**config.mk**
```make
export PLATFORM = sky130hd
export DESIGN_NAME = multicycle_control
export DESIGN_NICKNAME = d
export VERILOG_FILES = /design/src/rtl/multicycle_control.sv
export SDC_FILE = /design/constraint.sdc
export NUM_CORES = 1
export LEC_CHECK = 0
export ABC_AREA = 1
export CAP_MARGIN = 5
export CELL_PAD_IN_SITES_DETAIL_PLACEMENT = 1
export CELL_PAD_IN_SITES_GLOBAL_PLACEMENT = 2
export CORE_ASPECT_RATIO = 1.25
export CORE_MARGIN = 4
export CORE_UTILIZATION = 30
export CTS_BUF_LIST = sky130_fd_sc_hd__clkbuf_4 sky130_fd_sc_hd__clkbuf_8
export DETAILED_ROUTE_END_ITERATION = 12
export GPL_ROUTABILITY_DRIVEN = 0
export GPL_TIMING_DRIVEN = 0
export PLACE_DENSITY = 0.92
export SYNTH_ARGS = -nofsm -noshare
export SYNTH_HDL_FRONTEND = slang
export SYNTH_SLANG_ARGS = --single-unit
```
**constraint.sdc**
```tcl
create_clock -name clk -period 4.1 [get_ports clk]
set_input_delay 0.82 -clock clk [delete_from_list [all_inputs] [get_ports clk]]
set_output_delay 0.82 -clock clk [all_outputs]
set_load 0.05 [all_outputs]
```
**src/rtl/multicycle_control.sv**
```systemverilog
// Multi-cycle MIPS control sequencer: a Moore FSM that steps each instruction
// through fetch/decode/execute/memory/write-back, traps on bad opcodes and counts retirements.
module multicycle_control #(
  parameter int COUNT_WIDTH = 32
) (
  input  logic                   clk,
  input  logic                   reset,
  input  logic [5:0]             opcode,
  input  logic                   alu_zero,
  input  logic                   alu_neg,
  input  logic                   mem_ready,
  output logic                   pc_write,
  output logic                   i_or_d,
  output logic                   mem_read,
  output logic                   mem_write,
  output logic                   ir_write,
  output logic                   reg_dst,
  output logic                   mem_to_reg,
  output logic                   reg_write,
  output logic                   alu_src_a,
  output logic [1:0]             alu_src_b,
  output logic [1:0]             alu_op,
  output logic [1:0]             pc_source,
  output logic [3:0]             state,
  output logic                   illegal,
  output logic [COUNT_WIDTH-1:0] instr_count
);

  typedef enum logic [3:0] {
    S_IDLE      = 4'd0,
    S_FETCH     = 4'd1,
    S_DECODE    = 4'd2,
    S_MEM_ADDR  = 4'd3,
    S_MEM_READ  = 4'd4,
    S_MEM_WB    = 4'd5,
    S_MEM_WRITE = 4'd6,
    S_R_EXEC    = 4'd7,
    S_R_WB      = 4'd8,
    S_BRANCH    = 4'd9,
    S_JUMP      = 4'd10,
    S_ADDI_EXEC = 4'd11,
    S_ADDI_WB   = 4'd12,
    S_TRAP      = 4'd13
  } state_e;

  typedef enum logic [1:0] {
    BR_EQ  = 2'd0,
    BR_NE  = 2'd1,
    BR_GTZ = 2'd2
  } br_kind_e;

  localparam logic [5:0] OP_RTYPE = 6'b000000;
  localparam logic [5:0] OP_LW    = 6'b100011;
  localparam logic [5:0] OP_SW    = 6'b101011;
  localparam logic [5:0] OP_BEQ   = 6'b000100;
  localparam logic [5:0] OP_BNE   = 6'b000101;
  localparam logic [5:0] OP_BGTZ  = 6'b000111;
  localparam logic [5:0] OP_ADDI  = 6'b001000;
  localparam logic [5:0] OP_J     = 6'b000010;

  state_e                 state_q, state_d;
  br_kind_e               br_kind_q, br_kind_d;
  logic                   is_store_q, is_store_d;
  logic [COUNT_WIDTH-1:0] count_q, count_d;
  logic                   retire;
  logic                   taken;

  // State, latched instruction kind and retired-instruction counter.
  always_ff @(posedge clk or posedge reset) begin
    if (reset) begin
      state_q    <= S_IDLE;
      br_kind_q  <= BR_EQ;
      is_store_q <= 1'b0;
      count_q    <= {COUNT_WIDTH{1'b0}};
    end else begin
      state_q    <= state_d;
      br_kind_q  <= br_kind_d;
      is_store_q <= is_store_d;
      count_q    <= count_d;
    end
  end

  // Next-state logic; the opcode is only looked at in DECODE, so the kind is latched there.
  always_comb begin
    state_d    = state_q;
    br_kind_d  = br_kind_q;
    is_store_d = is_store_q;
    retire     = 1'b0;
    case (state_q)
      S_IDLE:   state_d = S_FETCH;
      S_FETCH: begin
        if (mem_ready) state_d = S_DECODE;
        else           state_d = S_FETCH;
      end
      S_DECODE: begin
        case (opcode)
          OP_RTYPE: state_d = S_R_EXEC;
          OP_LW:    begin state_d = S_MEM_ADDR; is_store_d = 1'b0; end
          OP_SW:    begin state_d = S_MEM_ADDR; is_store_d = 1'b1; end
          OP_BEQ:   begin state_d = S_BRANCH;   br_kind_d  = BR_EQ;  end
          OP_BNE:   begin state_d = S_BRANCH;   br_kind_d  = BR_NE;  end
          OP_BGTZ:  begin state_d = S_BRANCH;   br_kind_d  = BR_GTZ; end
          OP_ADDI:  state_d = S_ADDI_EXEC;
          OP_J:     state_d = S_JUMP;
          default:  state_d = S_TRAP;
        endcase
      end
      S_MEM_ADDR: begin
        if (is_store_q) state_d = S_MEM_WRITE;
        else            state_d = S_MEM_READ;
      end
      S_MEM_READ: begin
        if (mem_ready) state_d = S_MEM_WB;
        else           state_d = S_MEM_READ;
      end
      S_MEM_WB:    begin state_d = S_FETCH; retire = 1'b1; end
      S_MEM_WRITE: begin
        if (mem_ready) begin
          state_d = S_FETCH;
          retire  = 1'b1;
        end else begin
          state_d = S_MEM_WRITE;
        end
      end
      S_R_EXEC:    state_d = S_R_WB;
      S_R_WB:      begin state_d = S_FETCH; retire = 1'b1; end
      S_BRANCH:    begin state_d = S_FETCH; retire = 1'b1; end
      S_JUMP:      begin state_d = S_FETCH; retire = 1'b1; end
      S_ADDI_EXEC: state_d = S_ADDI_WB;
      S_ADDI_WB:   begin state_d = S_FETCH; retire = 1'b1; end
      S_TRAP:      state_d = S_TRAP;
      default:     state_d = S_TRAP;
    endcase
    if (retire) count_d = count_q + {{(COUNT_WIDTH-1){1'b0}}, 1'b1};
    else        count_d = count_q;
  end

  // Branch condition from the kind latched in DECODE; bgtz compares rs against $0.
  always_comb begin
    case (br_kind_q)
      BR_EQ:   taken = alu_zero;
      BR_NE:   taken = !alu_zero;
      BR_GTZ:  taken = !alu_zero && !alu_neg;
      default: taken = 1'b0;
    endcase
  end

  // Moore output decode; only pc_write/ir_write also look at live inputs.
  always_comb begin
    pc_write   = 1'b0;
    i_or_d     = 1'b0;
    mem_read   = 1'b0;
    mem_write  = 1'b0;
    ir_write   = 1'b0;
    reg_dst    = 1'b0;
    mem_to_reg = 1'b0;
    reg_write  = 1'b0;
    alu_src_a  = 1'b0;
    alu_src_b  = 2'b00;
    alu_op     = 2'b00;
    pc_source  = 2'b00;
    case (state_q)
      S_FETCH: begin
        mem_read  = 1'b1;
        alu_src_b = 2'b01;
        ir_write  = mem_ready;
        pc_write  = mem_ready;
      end
      S_DECODE:    alu_src_b = 2'b11;
      S_MEM_ADDR:  begin alu_src_a = 1'b1; alu_src_b = 2'b10; end
      S_MEM_READ:  begin mem_read = 1'b1; i_or_d = 1'b1; end
      S_MEM_WB:    begin reg_write = 1'b1; mem_to_reg = 1'b1; end
      S_MEM_WRITE: begin mem_write = 1'b1; i_or_d = 1'b1; end
      S_R_EXEC:    begin alu_src_a = 1'b1; alu_op = 2'b10; end
      S_R_WB:      begin reg_write = 1'b1; reg_dst = 1'b1; end
      S_BRANCH: begin
        alu_src_a = 1'b1;
        alu_op    = 2'b01;
        pc_source = 2'b01;
        pc_write  = taken;
      end
      S_JUMP:      begin pc_write = 1'b1; pc_source = 2'b10; end
      S_ADDI_EXEC: begin alu_src_a = 1'b1; alu_src_b = 2'b10; end
      S_ADDI_WB:   reg_write = 1'b1;
      default:     pc_write = 1'b0;
    endcase
  end

  assign state       = state_q;
  assign illegal     = (state_q == S_TRAP);
  assign instr_count = count_q;

endmodule

```
==> results of run 1 <==
-- how the worst max path moves through the flow --
stage          startpoint        to  depth (start not counted)
4_1_cts         mem_ready  pc_write                          6
6_report        mem_ready  pc_write                          6
3_5_place_dp    mem_ready  pc_write                          6
2_1_floorplan    state[3]  pc_write                          6
3_3_place_gp    mem_ready  pc_write                          6
5_1_grt         mem_ready  pc_write                          6
-- tightest hold or removal path: stages, from the launching register on --
cell                      delay, ns
sky130_fd_sc_hd__dfrtp_1       0.35
sky130_fd_sc_hd__nand2_1       0.06
sky130_fd_sc_hd__o21ai_1       0.07
-- power breakdown --
part	internal, uW	total, uW	switching [uW]
clock network	120	253	132
logic	10.7	26.6	15.9
registers	385	385	0.103
total	516	664	149
-- through the flow --
step / hold WS, ns / power, uW / util, % / setup slack [ns] / area [sq um]
floorplan: 0.4583 / 403.7 / - / 0.8907 / 2756
global placement: 0.4854 / 419.3 / 39.88 / 0.7297 / 3527
detailed placement: 0.4924 / 419.8 / 39.88 / 0.7356 / 3527
CTS: 0.5178 / 672.8 / 40.75 / 0.7164 / 3603
global route: 0.5678 / 691.3 / 40.75 / 0.6312 / 3603
finish: 0.5110 / 664.1 / 40.75 / 0.7214 / 3603
-- logic make-up (layout without fill, tap and decap cells) --
kind of cell / after synthesis / count (layout)
AOI/OAI and AO/OA: 25 / 25
xor gates and xnor gates: 8 / 8
buffers and inverters: 49 / 117
DFF: 39 / 39
adders and majority gates: 1 / 1
and+or+nand+nor: 282 / 282
-- layer usage --
metal  vias to the layer above  wire (um)  GRT usage, %
li1                       1402          -             -
met1                      1348       3378         18.20
met2                        52       4817         33.96
met3                         4        320         2.421
met4                         0         73         3.757
met5                         -          0             0
-- sequential cells by signal, indices dropped and copies added (netlist names) --
name,count
state,4
br_kind_q,2
instr_count,32
is_store_q,1
-- final cells by class --
cell class	instances	area (sq um)	area share, %
Sequential cell	39	975.9	27.08
Inverter	44	165.2	4.583
Multi-Input combinational cell	316	1559	43.26
Timing Repair Buffer	62	620.6	17.22
Clock buffer	6	76.32	2.118
Tap cell	120	150.1	4.167
Buffer	5	56.30	1.562
-- cells in the final DEF, fill, tap and decap left out, types with 5 or more instances in the layout --
cell,instances
sky130_fd_sc_hd__clkdlybuf4s50_1,62
sky130_fd_sc_hd__inv_2,6
sky130_fd_sc_hd__clkbuf_8,5
sky130_fd_sc_hd__dfrtp_1,39
sky130_fd_sc_hd__nand3_2,5
sky130_fd_sc_hd__nand4_1,10
sky130_fd_sc_hd__nand3_1,24
sky130_fd_sc_hd__o21ai_0,12
sky130_fd_sc_hd__nand2_1,148
sky130_fd_sc_hd__inv_1,38
sky130_fd_sc_hd__o21ai_1,6
sky130_fd_sc_hd__nor2_1,62
sky130_fd_sc_hd__nand3b_1,8
==> impl_results.rst, run 1 <==
.. list-table::
   :header-rows: 1

   * - Metric
     - Value
   * - Crit end category
     - primary output
   * - Max-capacitance violation count
     - 0
   * - Slowest Stage Delay on Critical Path
     - 0.80 ns
   * - Post-CTS repair timing setup buffer count
     - 0
   * - Number of inserted diodes
     - 0
   * - Buffers from clock root to sink, at most
     - 2
   * - Worst r2r dst
     - instr_count[26]
   * - Synth Register Bits
     - 39
   * - Synth cell count leaders
     - sky130_fd_sc_hd__nand2_1 (148), sky130_fd_sc_hd__nor2_1 (62), sky130_fd_sc_hd__dfrtp_1 (39), sky130_fd_sc_hd__inv_1 (39), sky130_fd_sc_hd__nand3_1 (24)
   * - Die footprint
     - between 0.01 and 0.015 sq mm
   * - Crit path required time
     - 3.28 ns
   * - Number of cells on the worst reg-to-reg path
     - 10
   * - First-pass GRT wire length
     - 14.61 mm
   * - Cell variety after synth
     - 33
   * - Multiplexer share of the synthesized area
     - 0%
   * - Accumulated negative setup slack
     - 0 ns
   * - Clock slew at the register clock pins of the worst setup and hold paths
     - 0.07 ns
   * - Pin count of the biggest net entering global routing
     - 40
   * - Post-synthesis compound-gate area fraction
     - 4.948%
   * - Peak ir drop on the vdd network
     - 122.2 uV
   * - Final count of hold timing violations
     - 0
   * - Simple-Gate Fraction of Synth Area
     - 48.34%
   * - Global route overflow
     - 0
   * - WHS Path Cells
     - 2
   * - Number of flops mapped to enable cells by yosys
     - 0
   * - Power per cell area
     - 184.3 mW/mm^2
   * - Vias/cell
     - 4.740
   * - Most repeated cell in the gate-level netlist after synthesis
     - sky130_fd_sc_hd__nand2_1
   * - Dominant combinational cell family by area after synthesis
     - simple AND/OR/NAND/NOR gates
   * - Via count of the first global-routing pass
     - 3124
   * - Initial Util
     - 31.17%
   * - Run status
     - complete, no violations
   * - Resize count post-CTS
     - 0
   * - Number of instances in the synthesized netlist
     - just over 400
   * - Boundary pin count
     - 63
   * - Max Transition Viols Final
     - 0
   * - Clock insertion delay at the later pin of the skew report
     - about 0.29 ns
   * - Root buffer cell
     - sky130_fd_sc_hd__clkbuf_8
   * - Standard cell with the maximum stage delay on the critical path
     - sky130_fd_sc_hd__clkdlybuf4s50_1
   * - Number of buffers created by CTS
     - 5
   * - Classification of the worst-slack hold path
     - reg2reg
   * - Area inside the core boundary
     - 0.008843 sq mm
   * - Worst r2r src
     - instr_count[0]
   * - HPWL after DPL
     - 6.828 mm
   * - Number of buffers and inverters on the critical path
     - 4
   * - Worst reg-to-reg setup slack
     - roughly 2.4 ns
   * - Post-layout net count
     - 485
   * - Leading post-synthesis cells by cell area
     - sky130_fd_sc_hd__dfrtp_1 (35%), sky130_fd_sc_hd__nand2_1 (20%), sky130_fd_sc_hd__nor2_1 (8.4%), sky130_fd_sc_hd__inv_1 (5.3%), sky130_fd_sc_hd__nand3_1 (4.4%)
   * - Dpl cells
     - ~590
   * - Startpoint kind of the worst setup timing path
     - primary input
   * - Top Family by Delay on Critical Path
     - buffers and inverters
   * - Shortest clock period the worst path allows after layout
     - 3.379 ns
   * - Post-detailed-route count of antenna-violating nets
     - 0
   * - Period Utilization, post-route
     - 82.41%
   * - Number of cell rows
     - 38
   * - 1st-iter DRT viols
     - 55
   * - Count of placed standard cells in the final layout, fillers left out
     - 592
   * - Leak pwr
     - 0.001596 uW
   * - Start-to-end type of the worst setup path
     - in2out
   * - Area Overhead vs Synth
     - 30.73%
   * - Total setup violations reported at the end of the flow
     - 0
   * - Worst-margin pin slew
     - 0.8552 ns
   * - Dominant cell type by area after synthesis
     - sky130_fd_sc_hd__dfrtp_1
   * - CP Max Fanout
     - 4
   * - Syn nets
     - 416
   * - DRC errors left
     - 0
   * - Share of flip-flops with an asynchronous set or reset
     - 100.0%
   * - RSZ-0062 raised after global routing
     - false
   * - Number of levels in the clock H-tree
     - 2
   * - Hold-fix buffers, CTS
     - 0
   * - Fraction of the mapped netlist area in adder cells
     - 0.4539%
   * - Top flip-flop cell by instance count after synthesis
     - sky130_fd_sc_hd__dfrtp_1
   * - Maximum clock rate
     - just under 300 MHz
   * - Share of cells above drive strength 1
     - 9.322%
   * - First-pass detailed-route iteration total
     - 4
   * - Detailed-route wire length per cell
     - around 15 um
   * - CTS tree
     - done
   * - Die Y-Extent
     - 115.2 um
   * - Total via count in the routed design
     - 2806
   * - Critical-path cell list
     - clkdlybuf4s50_1 > inv_1 > nor2_1 > inv_1 > nand3b_1 > clkdlybuf4s50_1
   * - Filler cell count
     - 1160
   * - Area share of the largest cell type after synthesis
     - ~35%
   * - GRT Resource Usage Total
     - between 10% and 20%
   * - Antenna violations before repair
     - 0
   * - Part of the Yosys area used for sequential elements
     - 35.41%
   * - Count of input and output buffers
     - just over 60
   * - Worst slew slack as a fraction of its limit
     - 42.90%
   * - Die Wd
     - 93.74 um
   * - Final wirelength
     - 8.589 mm
   * - Hold Path Origin
     - br_kind_q[1]
   * - Share of the synthesized netlist area taken by xor and xnor gates
     - 2.814%
   * - Setup skew after layout
     - roughly 0.0093 ns
   * - Count of synthesis-stage warnings from yosys
     - 0
   * - Average size of a mapped cell
     - 6.823 sq um
   * - Arrival time of the worst setup path
     - 2.56 ns
   * - Post-synthesis instance area
     - 0.002756 sq mm
   * - Number of clock sinks seen by CTS
     - 39
   * - WHS Endpoint
     - br_kind_q[1]
(Power assumes the default switching activity.)
==> run 2, diff against run 1 <==
--- a/config.mk
+++ b/config.mk
@@ -11,12 +11,12 @@
 export CELL_PAD_IN_SITES_GLOBAL_PLACEMENT = 2
 export CORE_ASPECT_RATIO = 1.25
 export CORE_MARGIN = 4
-export CORE_UTILIZATION = 30
+export CORE_UTILIZATION = 28
 export CTS_BUF_LIST = sky130_fd_sc_hd__clkbuf_4 sky130_fd_sc_hd__clkbuf_8
 export DETAILED_ROUTE_END_ITERATION = 12
 export GPL_ROUTABILITY_DRIVEN = 0
 export GPL_TIMING_DRIVEN = 0
-export PLACE_DENSITY = 0.92
+export PLACE_DENSITY = 0.87
 export SYNTH_ARGS = -nofsm -noshare
 export SYNTH_HDL_FRONTEND = slang
 export SYNTH_SLANG_ARGS = --single-unit
==> constraint.sdc (replaced) <==
create_clock -name clk -period 3.18 [get_ports clk]
set_input_delay 0.636 -clock clk [delete_from_list [all_inputs] [get_ports clk]]
set_output_delay 0.636 -clock clk [all_outputs]
set_load 0.05 [all_outputs]
==> run 2 against run 1 <==
Critical path depth down 2; worst hold slack better by 0.034 ns; combinational power up 41%; routed wire length up 2.8%; clock skew up 0.0044 ns; power up 39%; final area up 1.6%; largest power group unchanged.
==> impl_results.rst, run 2 (synthesis results as in run 1) <==
.. list-table::
   :header-rows: 1

   * - Metric
     - Value
   * - Power per cell area
     - 251.6 mW/mm^2 (was 184.3 mW/mm^2)
   * - Hold-fix buffers, CTS
     - 0 (unchanged)
   * - Period Utilization, post-route
     - 89.84%
   * - WHS Path Cells
     - 2 (unchanged)
   * - CTS tree
     - done (unchanged)
   * - Maximum clock rate
     - 350.0 MHz
   * - Die Y-Extent
     - 118.9 um (was 115.2 um)
   * - Critical-path cell list
     - clkdlybuf4s50_1 > inv_1 > nor2_1 > clkdlybuf4s50_1 (was clkdlybuf4s50_1 > inv_1 > nor2_1 > inv_1 > nand3b_1 > clkdlybuf4s50_1)
   * - DRC errors left
     - 0 (unchanged)
   * - Final count of hold timing violations
     - 0 (unchanged)
   * - CP dominant cell by count
     - sky130_fd_sc_hd__clkdlybuf4s50_1
   * - Count of placed standard cells in the final layout, fillers left out
     - 601 (was 592)
   * - Crit path required time
     - 2.54 ns (was 3.28 ns)
   * - Setup ws final
     - 0.3230 ns (was 0.7214 ns)
   * - First-pass GRT wire length
     - 14.57 mm (was 14.61 mm)
   * - Filler cell count
     - 1236 (was 1160)
   * - Final wirelength
     - 8.827 mm (was 8.589 mm)
   * - Leak pwr
     - 0.001639 uW (was 0.001596 uW)
   * - Post-layout net count
     - 486 (was 485)
   * - Number of buffers and inverters on the critical path
     - 3 (was 4)
   * - Die Wd
     - 96.75 um (was 93.74 um)
   * - Worst slew slack as a fraction of its limit
     - 64.98% (was 42.90%)
   * - Via count of the first global-routing pass
     - 2937 (was 3124)
   * - GRT Resource Usage Total
     - 15.54% (was 16.88%)
   * - Clock insertion delay at the later pin of the skew report
     - 0.30 ns (was 0.29 ns)
   * - Pin count of the biggest net entering global routing
     - 40 (unchanged)
   * - RSZ-0062 raised after global routing
     - false (unchanged)
   * - Total via count in the routed design
     - 2831 (was 2806)
   * - Root buffer cell
     - sky130_fd_sc_hd__clkbuf_8 (unchanged)
   * - Detailed-route wire length per cell
     - 14.69 um (was 14.51 um)
   * - Area Overhead vs Synth
     - 32.82% (was 30.73%)
   * - Standard cell with the maximum stage delay on the critical path
     - sky130_fd_sc_hd__clkdlybuf4s50_1 (unchanged)
   * - Number of clock sinks seen by CTS
     - 39 (unchanged)
   * - Logic depth of the worst path, buffers included
     - 4 (was 6)
   * - Post-CTS repair timing setup buffer count
     - 0 (unchanged)
   * - Number of levels in the clock H-tree
     - 2 (unchanged)
   * - Top Family by Delay on Critical Path
     - buffers and inverters (unchanged)
   * - Global route overflow
     - 0 (unchanged)
   * - Shortest clock period the worst path allows after layout
     - 2.857 ns
   * - Buffers from clock root to sink, at most
     - 2 (unchanged)
   * - Number of cell rows
     - 40 (was 38)
   * - Area taken by flip-flops and latches
     - 975.9 sq um (unchanged)
   * - CP Max Fanout
     - 4 (unchanged)
   * - Placement Setup Slack
     - 0.1854 ns (was 0.7356 ns)
   * - Startpoint kind of the worst setup timing path
     - primary input (unchanged)
   * - Accumulated negative setup slack
     - 0 ns (unchanged)
   * - Die footprint
     - 0.01151 sq mm (was 0.01080 sq mm)
   * - Crit end category
     - primary output (unchanged)
   * - Peak ir drop on the vdd network
     - 143.7 uV (was 122.2 uV)
   * - Total setup violations reported at the end of the flow
     - 0 (unchanged)
   * - Count of input and output buffers
     - 62 (unchanged)
   * - Max Transition Viols Final
     - 0 (unchanged)
   * - Highest-count cells in the layout ignoring fill and taps
     - sky130_fd_sc_hd__nand2_1 (148), sky130_fd_sc_hd__nor2_1 (62), sky130_fd_sc_hd__clkdlybuf4s50_1 (61), sky130_fd_sc_hd__dfrtp_1 (39), sky130_fd_sc_hd__inv_1 (38) (was sky130_fd_sc_hd__nand2_1 (148), sky130_fd_sc_hd__nor2_1 (62), sky130_fd_sc_hd__clkdlybuf4s50_1 (62), sky130_fd_sc_hd__dfrtp_1 (39), sky130_fd_sc_hd__inv_1 (38))
   * - Max-capacitance violation count
     - 0 (unchanged)
   * - Initial Util
     - 28.68% (was 31.17%)
   * - 1st-iter DRT viols
     - 67 (was 55)
   * - Share of cells above drive strength 1
     - 9.895% (was 9.322%)
   * - Arrival time of the worst setup path
     - 2.22 ns (was 2.56 ns)
   * - Antenna violations before repair
     - 0 (unchanged)
   * - Boundary pin count
     - 63 (unchanged)
   * - Setup skew after layout
     - 0.01369 ns (was 0.009306 ns)
   * - Multi-input combinational cell area
     - 0.001559 sq mm (unchanged)
   * - Number of buffers created by CTS
     - 5 (unchanged)
   * - Slowest Stage Delay on Critical Path
     - 0.83 ns (was 0.80 ns)
   * - Area inside the core boundary
     - 0.009609 sq mm (was 0.008843 sq mm)
   * - Vias/cell
     - 4.710 (was 4.740)
   * - Start-to-end type of the worst setup path
     - in2out (unchanged)
   * - Largest register FFs
     - 32 (unchanged)
   * - First-pass detailed-route iteration total
     - 4 (unchanged)
   * - Clock slew at the register clock pins of the worst setup and hold paths
     - 0.07 ns (about the same)
   * - Number of cells on the worst reg-to-reg path
     - 10 (unchanged)
   * - Post-detailed-route count of antenna-violating nets
     - 0 (unchanged)
   * - Most common library cell in the layout ignoring fill and taps
     - sky130_fd_sc_hd__nand2_1 (unchanged)
   * - Run status
     - complete, no violations (unchanged)
   * - Number of inserted diodes
     - 0 (unchanged)
   * - Worst-margin pin slew
     - 0.5237 ns (was 0.8552 ns)
   * - HPWL after DPL
     - 7.016 mm (was 6.828 mm)
   * - Classification of the worst-slack hold path
     - reg2reg (unchanged)
   * - Dpl cells
     - 593 (was 586)
run 2: changes by cell type in the layout (fill, tap and decap cells not counted):
cell,before,now
sky130_fd_sc_hd__clkbuf_8,5,7
sky130_fd_sc_hd__buf_12,0,1
sky130_fd_sc_hd__clkdlybuf4s50_1,62,61
sky130_fd_sc_hd__dlymetal6s2s_1,0,1
run 2: final timing paths:
kind	start	endpoint	slack, ns
worst max-delay path	mem_ready	ir_write	0.32
worst min-delay path	br_kind_q[0]	br_kind_q[0]	0.54
worst max register to register	instr_count[0]	instr_count[26]	1.29
worst min register to register	br_kind_q[0]	br_kind_q[0]	0.54
max in group asynchronous	reset	instr_count[31]	2.29
min in group asynchronous	reset	instr_count[30]	0.69
run 2: layer usage:
| layer | wire [um] | global-route usage (%) | vias to the layer above |
|---|---|---|---|
| met3 | 281 | 2.519 | 10 |
| li1 | - | - | 1408 |
| met4 | 158 | 5.268 | 0 |
| met2 | 4741 | 29.10 | 53 |
| met1 | 3646 | 17.69 | 1360 |
| met5 | 0 | 0 | - |
run 2: repair_timing:
item	in CTS	in global routing
resized for setup	0	1
setup endpoints to repair	0	1
hold endpoints to repair	0	0
run 2: cell type report:
cell class                 instances  area share [%]
multi-input combinational        316           42.58
sequential                        39           26.66
timing repair buffer              63           17.57
inverter                          44           4.511
tap                              126           4.306
clock buffer                       8           2.837
buffer                             5           1.538
run 2: metrics by stage:
| stage | total power (uW) | cell area [sq um] | hold WS (ns) | utilization [%] |
|---|---|---|---|---|
| final | 921.1 | 3661 | 0.5450 | 38.10 |
| after global routing | 957.6 | 3661 | 0.5829 | 38.10 |
| after CTS | 935.2 | 3659 | 0.5462 | 38.07 |
| after detailed placement | 544.6 | 3555 | 0.5279 | 36.99 |
| after global placement | 540.7 | 3535 | 0.4864 | 36.78 |
| after floorplan | 520.4 | 2756 | 0.4583 | - |
run 2: worst reg2reg max path: stages (launching register included):
cell and delay (ns):
sky130_fd_sc_hd__dfrtp_1 0.47, sky130_fd_sc_hd__ha_1 0.30, sky130_fd_sc_hd__inv_1 0.09, sky130_fd_sc_hd__nor2_1 0.18, sky130_fd_sc_hd__nand2_1 0.15, sky130_fd_sc_hd__inv_2 0.11, sky130_fd_sc_hd__nand2_1 0.08, sky130_fd_sc_hd__inv_1 0.18
sky130_fd_sc_hd__nand3_1 0.11, sky130_fd_sc_hd__nand2_1 0.07, sky130_fd_sc_hd__nand2_1 0.06
run 2: report_power, final:
group | leakage (uW) | switching [uW] | internal (uW) | total, uW
combinational | 0.00106 | 21.0 | 16.4 | 37.4
sequential | 0.000519 | 0.165 | 496 | 496
clock | 0.0000549 | 181 | 207 | 388
==> run 3, diff against run 2 <==
--- a/config.mk
+++ b/config.mk
@@ -5,18 +5,18 @@
 export SDC_FILE = /design/constraint.sdc
 export NUM_CORES = 1
 export LEC_CHECK = 0
-export ABC_AREA = 1
 export CAP_MARGIN = 5
 export CELL_PAD_IN_SITES_DETAIL_PLACEMENT = 1
 export CELL_PAD_IN_SITES_GLOBAL_PLACEMENT = 2
 export CORE_ASPECT_RATIO = 1.25
 export CORE_MARGIN = 4
-export CORE_UTILIZATION = 28
+export CORE_UTILIZATION = 29
 export CTS_BUF_LIST = sky130_fd_sc_hd__clkbuf_4 sky130_fd_sc_hd__clkbuf_8
+export CTS_CLUSTER_SIZE = 30
 export DETAILED_ROUTE_END_ITERATION = 12
 export GPL_ROUTABILITY_DRIVEN = 0
 export GPL_TIMING_DRIVEN = 0
-export PLACE_DENSITY = 0.87
+export PLACE_DENSITY = 0.86
 export SYNTH_ARGS = -nofsm -noshare
 export SYNTH_HDL_FRONTEND = slang
 export SYNTH_SLANG_ARGS = --single-unit
==> run 3 against run 2 <==
Core utilization rose by 3.0 points; highest routed layer unchanged; synthesized cell count is 42% lower; critical path type is now reg2out; largest power group is now combinational logic; critical endpoint is now reg_dst; worst hold slack got worse by 0.079 ns; worst setup slack worse by 0.14 ns; global-route usage down 1.4 points; critical path depth is 1 higher; die area down 21%; largest cell class unchanged; flip-flop and latch count stayed put; area after synthesis shrank 20%; power grew to 2.7 times the previous value.
==> impl_results.rst, run 3 <==
.. list-table::
   :header-rows: 1

   * - Metric
     - Value
   * - Count of input and output buffers
     - 61 (was 62)
   * - Maximum clock rate
     - 334.1 MHz (was 350.0 MHz)
   * - Global route overflow
     - 0 (unchanged)
   * - Number of levels in the clock H-tree
     - 2 (unchanged)
   * - Startpoint kind of the worst setup timing path
     - flip-flop (was primary input)
   * - Average size of a mapped cell
     - 9.478 sq um (was 6.823 sq um)
   * - Count of synthesis-stage warnings from yosys
     - 0 (unchanged)
   * - Start-to-end type of the worst setup path
     - reg2out (was in2out)
   * - Worst reg-to-reg setup slack
     - 1.22 ns (was 1.29 ns)
   * - Setup skew after layout
     - 0.003789 ns (was 0.01369 ns)
   * - Initial Util
     - 29.84% (was 28.68%)
   * - Dpl cells
     - 386 (was 593)
   * - Cell variety after synth
     - 44 (was 33)
   * - Clock insertion delay at the later pin of the skew report
     - 0.29 ns (was 0.30 ns)
   * - CP Max Fanout
     - 10 (was 4)
   * - Share of cells above drive strength 1
     - 8.940% (was 9.895%)
   * - Crit path required time
     - 2.54 ns (about the same)
   * - Number of buffers created by CTS
     - 5 (unchanged)
   * - Most repeated cell in the gate-level netlist after synthesis
     - sky130_fd_sc_hd__dfrtp_1 (was sky130_fd_sc_hd__nand2_1)
   * - Synth cell count leaders
     - sky130_fd_sc_hd__dfrtp_1 (39), sky130_fd_sc_hd__nor2_1 (24), sky130_fd_sc_hd__xnor2_1 (20) (was sky130_fd_sc_hd__nand2_1 (148), sky130_fd_sc_hd__nor2_1 (62), sky130_fd_sc_hd__dfrtp_1 (39), sky130_fd_sc_hd__inv_1 (39), sky130_fd_sc_hd__nand3_1 (24))
   * - Hold-fix buffers, CTS
     - 0 (unchanged)
   * - WHS Endpoint
     - instr_count[31] (was br_kind_q[0])
   * - Number of instances in the synthesized netlist
     - 233 (was 404)
   * - Peak ir drop on the vdd network
     - 393.0 uV (was 143.7 uV)
   * - Number of flops mapped to enable cells by yosys
     - 0 (unchanged)
   * - Leading post-synthesis cells by cell area
     - sky130_fd_sc_hd__dfrtp_1 (44%), sky130_fd_sc_hd__xnor2_1 (7.9%), sky130_fd_sc_hd__xor2_1 (5.2%), sky130_fd_sc_hd__nor2_1 (4.1%), sky130_fd_sc_hd__nand4_1 (3.7%) (was sky130_fd_sc_hd__dfrtp_1 (35%), sky130_fd_sc_hd__nand2_1 (20%), sky130_fd_sc_hd__nor2_1 (8.4%), sky130_fd_sc_hd__inv_1 (5.3%), sky130_fd_sc_hd__nand3_1 (4.4%))
   * - Post-synthesis instance area
     - 0.002208 sq mm (was 0.002756 sq mm)
   * - CTS tree
     - done (unchanged)
   * - Share of flip-flops with an asynchronous set or reset
     - 100.0% (unchanged)
   * - Worst-margin pin slew
     - 0.8279 ns (was 0.5237 ns)
   * - Antenna violations before repair
     - 0 (unchanged)
   * - Worst r2r src
     - state[3] (was instr_count[0])
   * - Crit end category
     - primary output (unchanged)
   * - Largest register FFs
     - 32 (unchanged)
   * - Area Overhead vs Synth
     - 37.73% (was 32.82%)
   * - First-pass GRT wire length
     - 10.50 mm (was 14.57 mm)
   * - Via count of the first global-routing pass
     - 2049 (was 2937)
   * - Final wirelength
     - 5.842 mm (was 8.827 mm)
   * - Number of clock sinks seen by CTS
     - 39 (unchanged)
   * - Number of inserted diodes
     - 0 (unchanged)
   * - Max-capacitance violation count
     - 0 (unchanged)
   * - WHS Path Cells
     - 1 (was 2)
   * - Accumulated negative setup slack
     - 0 ns (unchanged)
   * - Number of cells on the worst reg-to-reg path
     - 6 (was 10)
   * - Max Transition Viols Final
     - 0 (unchanged)
   * - DRC errors left
     - 0 (unchanged)
   * - RSZ-0062 raised after global routing
     - false (unchanged)
   * - Dominant cell type by area after synthesis
     - sky130_fd_sc_hd__dfrtp_1 (unchanged)
   * - Root buffer cell
     - sky130_fd_sc_hd__clkbuf_8 (unchanged)
   * - Count of placed standard cells in the final layout, fillers left out
     - 394 (was 601)
   * - GRT Resource Usage Total
     - 14.13% (was 15.54%)
   * - Highest-count cells in the layout ignoring fill and taps
     - sky130_fd_sc_hd__clkdlybuf4s50_1 (57), sky130_fd_sc_hd__dfrtp_1 (39), sky130_fd_sc_hd__nor2_1 (24), sky130_fd_sc_hd__xnor2_1 (20), sky130_fd_sc_hd__nand2_1 (18) (was sky130_fd_sc_hd__nand2_1 (148), sky130_fd_sc_hd__nor2_1 (62), sky130_fd_sc_hd__clkdlybuf4s50_1 (61), sky130_fd_sc_hd__dfrtp_1 (39), sky130_fd_sc_hd__inv_1 (38))
   * - Worst r2r dst
     - instr_count[31] (was instr_count[26])
   * - First-pass detailed-route iteration total
     - 4 (unchanged)
   * - Die Wd
     - 86.05 um (was 96.75 um)
   * - Post-detailed-placement cell area
     - 0.002934 sq mm (was 0.003555 sq mm)
   * - Pin count of the biggest net entering global routing
     - 40 (unchanged)
   * - 1st-iter DRT viols
     - 46 (was 67)
   * - Detailed-route wire length per cell
     - 14.83 um (was 14.69 um)
   * - Final count of hold timing violations
     - 0 (unchanged)
   * - Resize count post-CTS
     - 2 (was 0)
   * - Area inside the core boundary
     - 0.007401 sq mm (was 0.009609 sq mm)
   * - Syn nets
     - 245 (was 416)
   * - Die Y-Extent
     - 105.6 um (was 118.9 um)
   * - Boundary pin count
     - 63 (unchanged)
   * - Final std cell area, no fill
     - 0.003042 sq mm (was 0.003661 sq mm)
   * - Clock slew at the register clock pins of the worst setup and hold paths
     - 0.08 ns (was 0.07 ns)
   * - Die footprint
     - 0.009084 sq mm (was 0.01151 sq mm)
   * - Post-CTS repair timing setup buffer count
     - 0 (unchanged)
   * - Run status
     - complete, no violations (unchanged)
   * - Number of cell rows
     - 35 (was 40)
   * - Period Utilization, post-route
     - 94.12% (was 89.84%)
   * - Worst slew slack as a fraction of its limit
     - 44.72% (was 64.98%)
   * - Top flip-flop cell by instance count after synthesis
     - sky130_fd_sc_hd__dfrtp_1 (unchanged)
   * - Shortest clock period the worst path allows after layout
     - 2.993 ns (was 2.857 ns)
   * - Total setup violations reported at the end of the flow
     - 0 (unchanged)
   * - Area share of the largest cell type after synthesis
     - 44.19% (was 35.41%)
   * - Total via count in the routed design
     - 1918 (was 2831)
   * - Post-detailed-route count of antenna-violating nets
     - 0 (unchanged)
   * - Hold Path Origin
     - instr_count[31] (was br_kind_q[0])
   * - Leak pwr
     - 0.001300 uW (was 0.001639 uW)
   * - Buffers from clock root to sink, at most
     - 2 (unchanged)
   * - Part of the Yosys area used for sequential elements
     - 44.19% (was 35.41%)
   * - Most common library cell in the layout ignoring fill and taps
     - sky130_fd_sc_hd__clkdlybuf4s50_1 (was sky130_fd_sc_hd__nand2_1)
   * - Post-layout net count
     - 313 (was 486)
   * - HPWL after DPL
     - 4.437 mm (was 7.016 mm)
   * - Classification of the worst-slack hold path
     - reg2reg (unchanged)
   * - Power per cell area
     - 811.5 mW/mm^2 (was 251.6 mW/mm^2)
   * - Synth Register Bits
     - 39 (unchanged)
   * - Vias/cell
     - 4.868 (was 4.710)
   * - Arrival time of the worst setup path
     - 2.36 ns (was 2.22 ns)
-- run 3: cell types whose count changed in the layout (fill, tap and decap cells not counted), moves of 7 or more --
cell / before / now
sky130_fd_sc_hd__nand2_1: 148 / 18
sky130_fd_sc_hd__nor2_1: 62 / 24
sky130_fd_sc_hd__inv_1: 38 / 3
sky130_fd_sc_hd__xnor2_1: 4 / 20
sky130_fd_sc_hd__nand3_1: 24 / 9
sky130_fd_sc_hd__xor2_1: 3 / 13
sky130_fd_sc_hd__a21oi_1: 2 / 10
sky130_fd_sc_hd__nand3b_1: 8 / 1
sky130_fd_sc_hd__nor3_1: 2 / 9
-- run 3: logic make-up (layout without fill, tap and decap cells) --
| kind of cell | Yosys count | after routing | share of synthesized area (%) |
|---|---|---|---|
| adders and majority gates | 1 | 1 | 0.5665 |
| xor gates and xnor gates | 33 | 33 | 13.09 |
| and+or+nand+nor | 108 | 108 | 26.57 |
| buffers and inverters | 17 | 86 | 3.286 |
| DFF | 39 | 39 | 44.19 |
| AOI/OAI and AO/OA | 32 | 32 | 10.82 |
| muxes | 3 | 3 | 1.473 |
-- run 3: critical path: stages (launching register included) --
cell	delay [ns]
sky130_fd_sc_hd__dfrtp_1	0.39
sky130_fd_sc_hd__buf_2	0.18
sky130_fd_sc_hd__buf_1	0.25
sky130_fd_sc_hd__nand2b_1	0.27
sky130_fd_sc_hd__nor3_1	0.16
sky130_fd_sc_hd__clkdlybuf4s50_1	0.83
-- run 3: worst max path at each step --
stage	slack, ns	cells past startpoint	end	startpoint
detailed placement	-0.02	7	pc_write	alu_zero
finish	0.19	5	reg_dst	state[2]
global route	0.03	5	reg_dst	state[2]
global placement	0.009	7	pc_write	alu_zero
CTS	0.05	5	alu_src_a	state[3]
floorplan	0.21	4	mem_read	state[0]
-- run 3: metrics by stage --
stage	power, uW	hold WS (ns)	setup WS (ns)	utilization, %
detailed placement	2130	0.4593	-0.01713	39.65
CTS	2506	0.4737	0.04537	41.01
global route	2631	0.5140	0.02700	41.10
global placement	2115	0.4554	0.009324	39.65
finish	2468	0.4656	0.1869	41.10
floorplan	1668	0.4727	0.2090	-
-- run 3: power by group --
part	total [uW]	internal [uW]	switching, uW	leakage, uW
Sequential	639	566	73.6	0.000524
Combinational	1450	467	985	0.000721
Clock	376	207	169	0.0000549
Total	2470	1240	1230	0.00130
-- run 3: final cells by class --
type	instances	area, sq um
Fill cell	849	4359
Timing Repair Buffer	61	613.1
Clock buffer	8	103.9
Sequential cell	39	975.9
Multi-Input combinational cell	177	1160
Buffer	13	58.81
Inverter	4	15.01
Tap cell	92	115.1
-- run 3: layer usage --
layer / vias to the layer above / global-route usage (%) / part of all wire (%)
li1: 949 / - / -
met1: 921 / 18.32 / 44
met2: 41 / 23.76 / 50
met3: 7 / 1.798 / 3.6
met4: 0 / 5.090 / 1.8
met5: - / 0 / 0
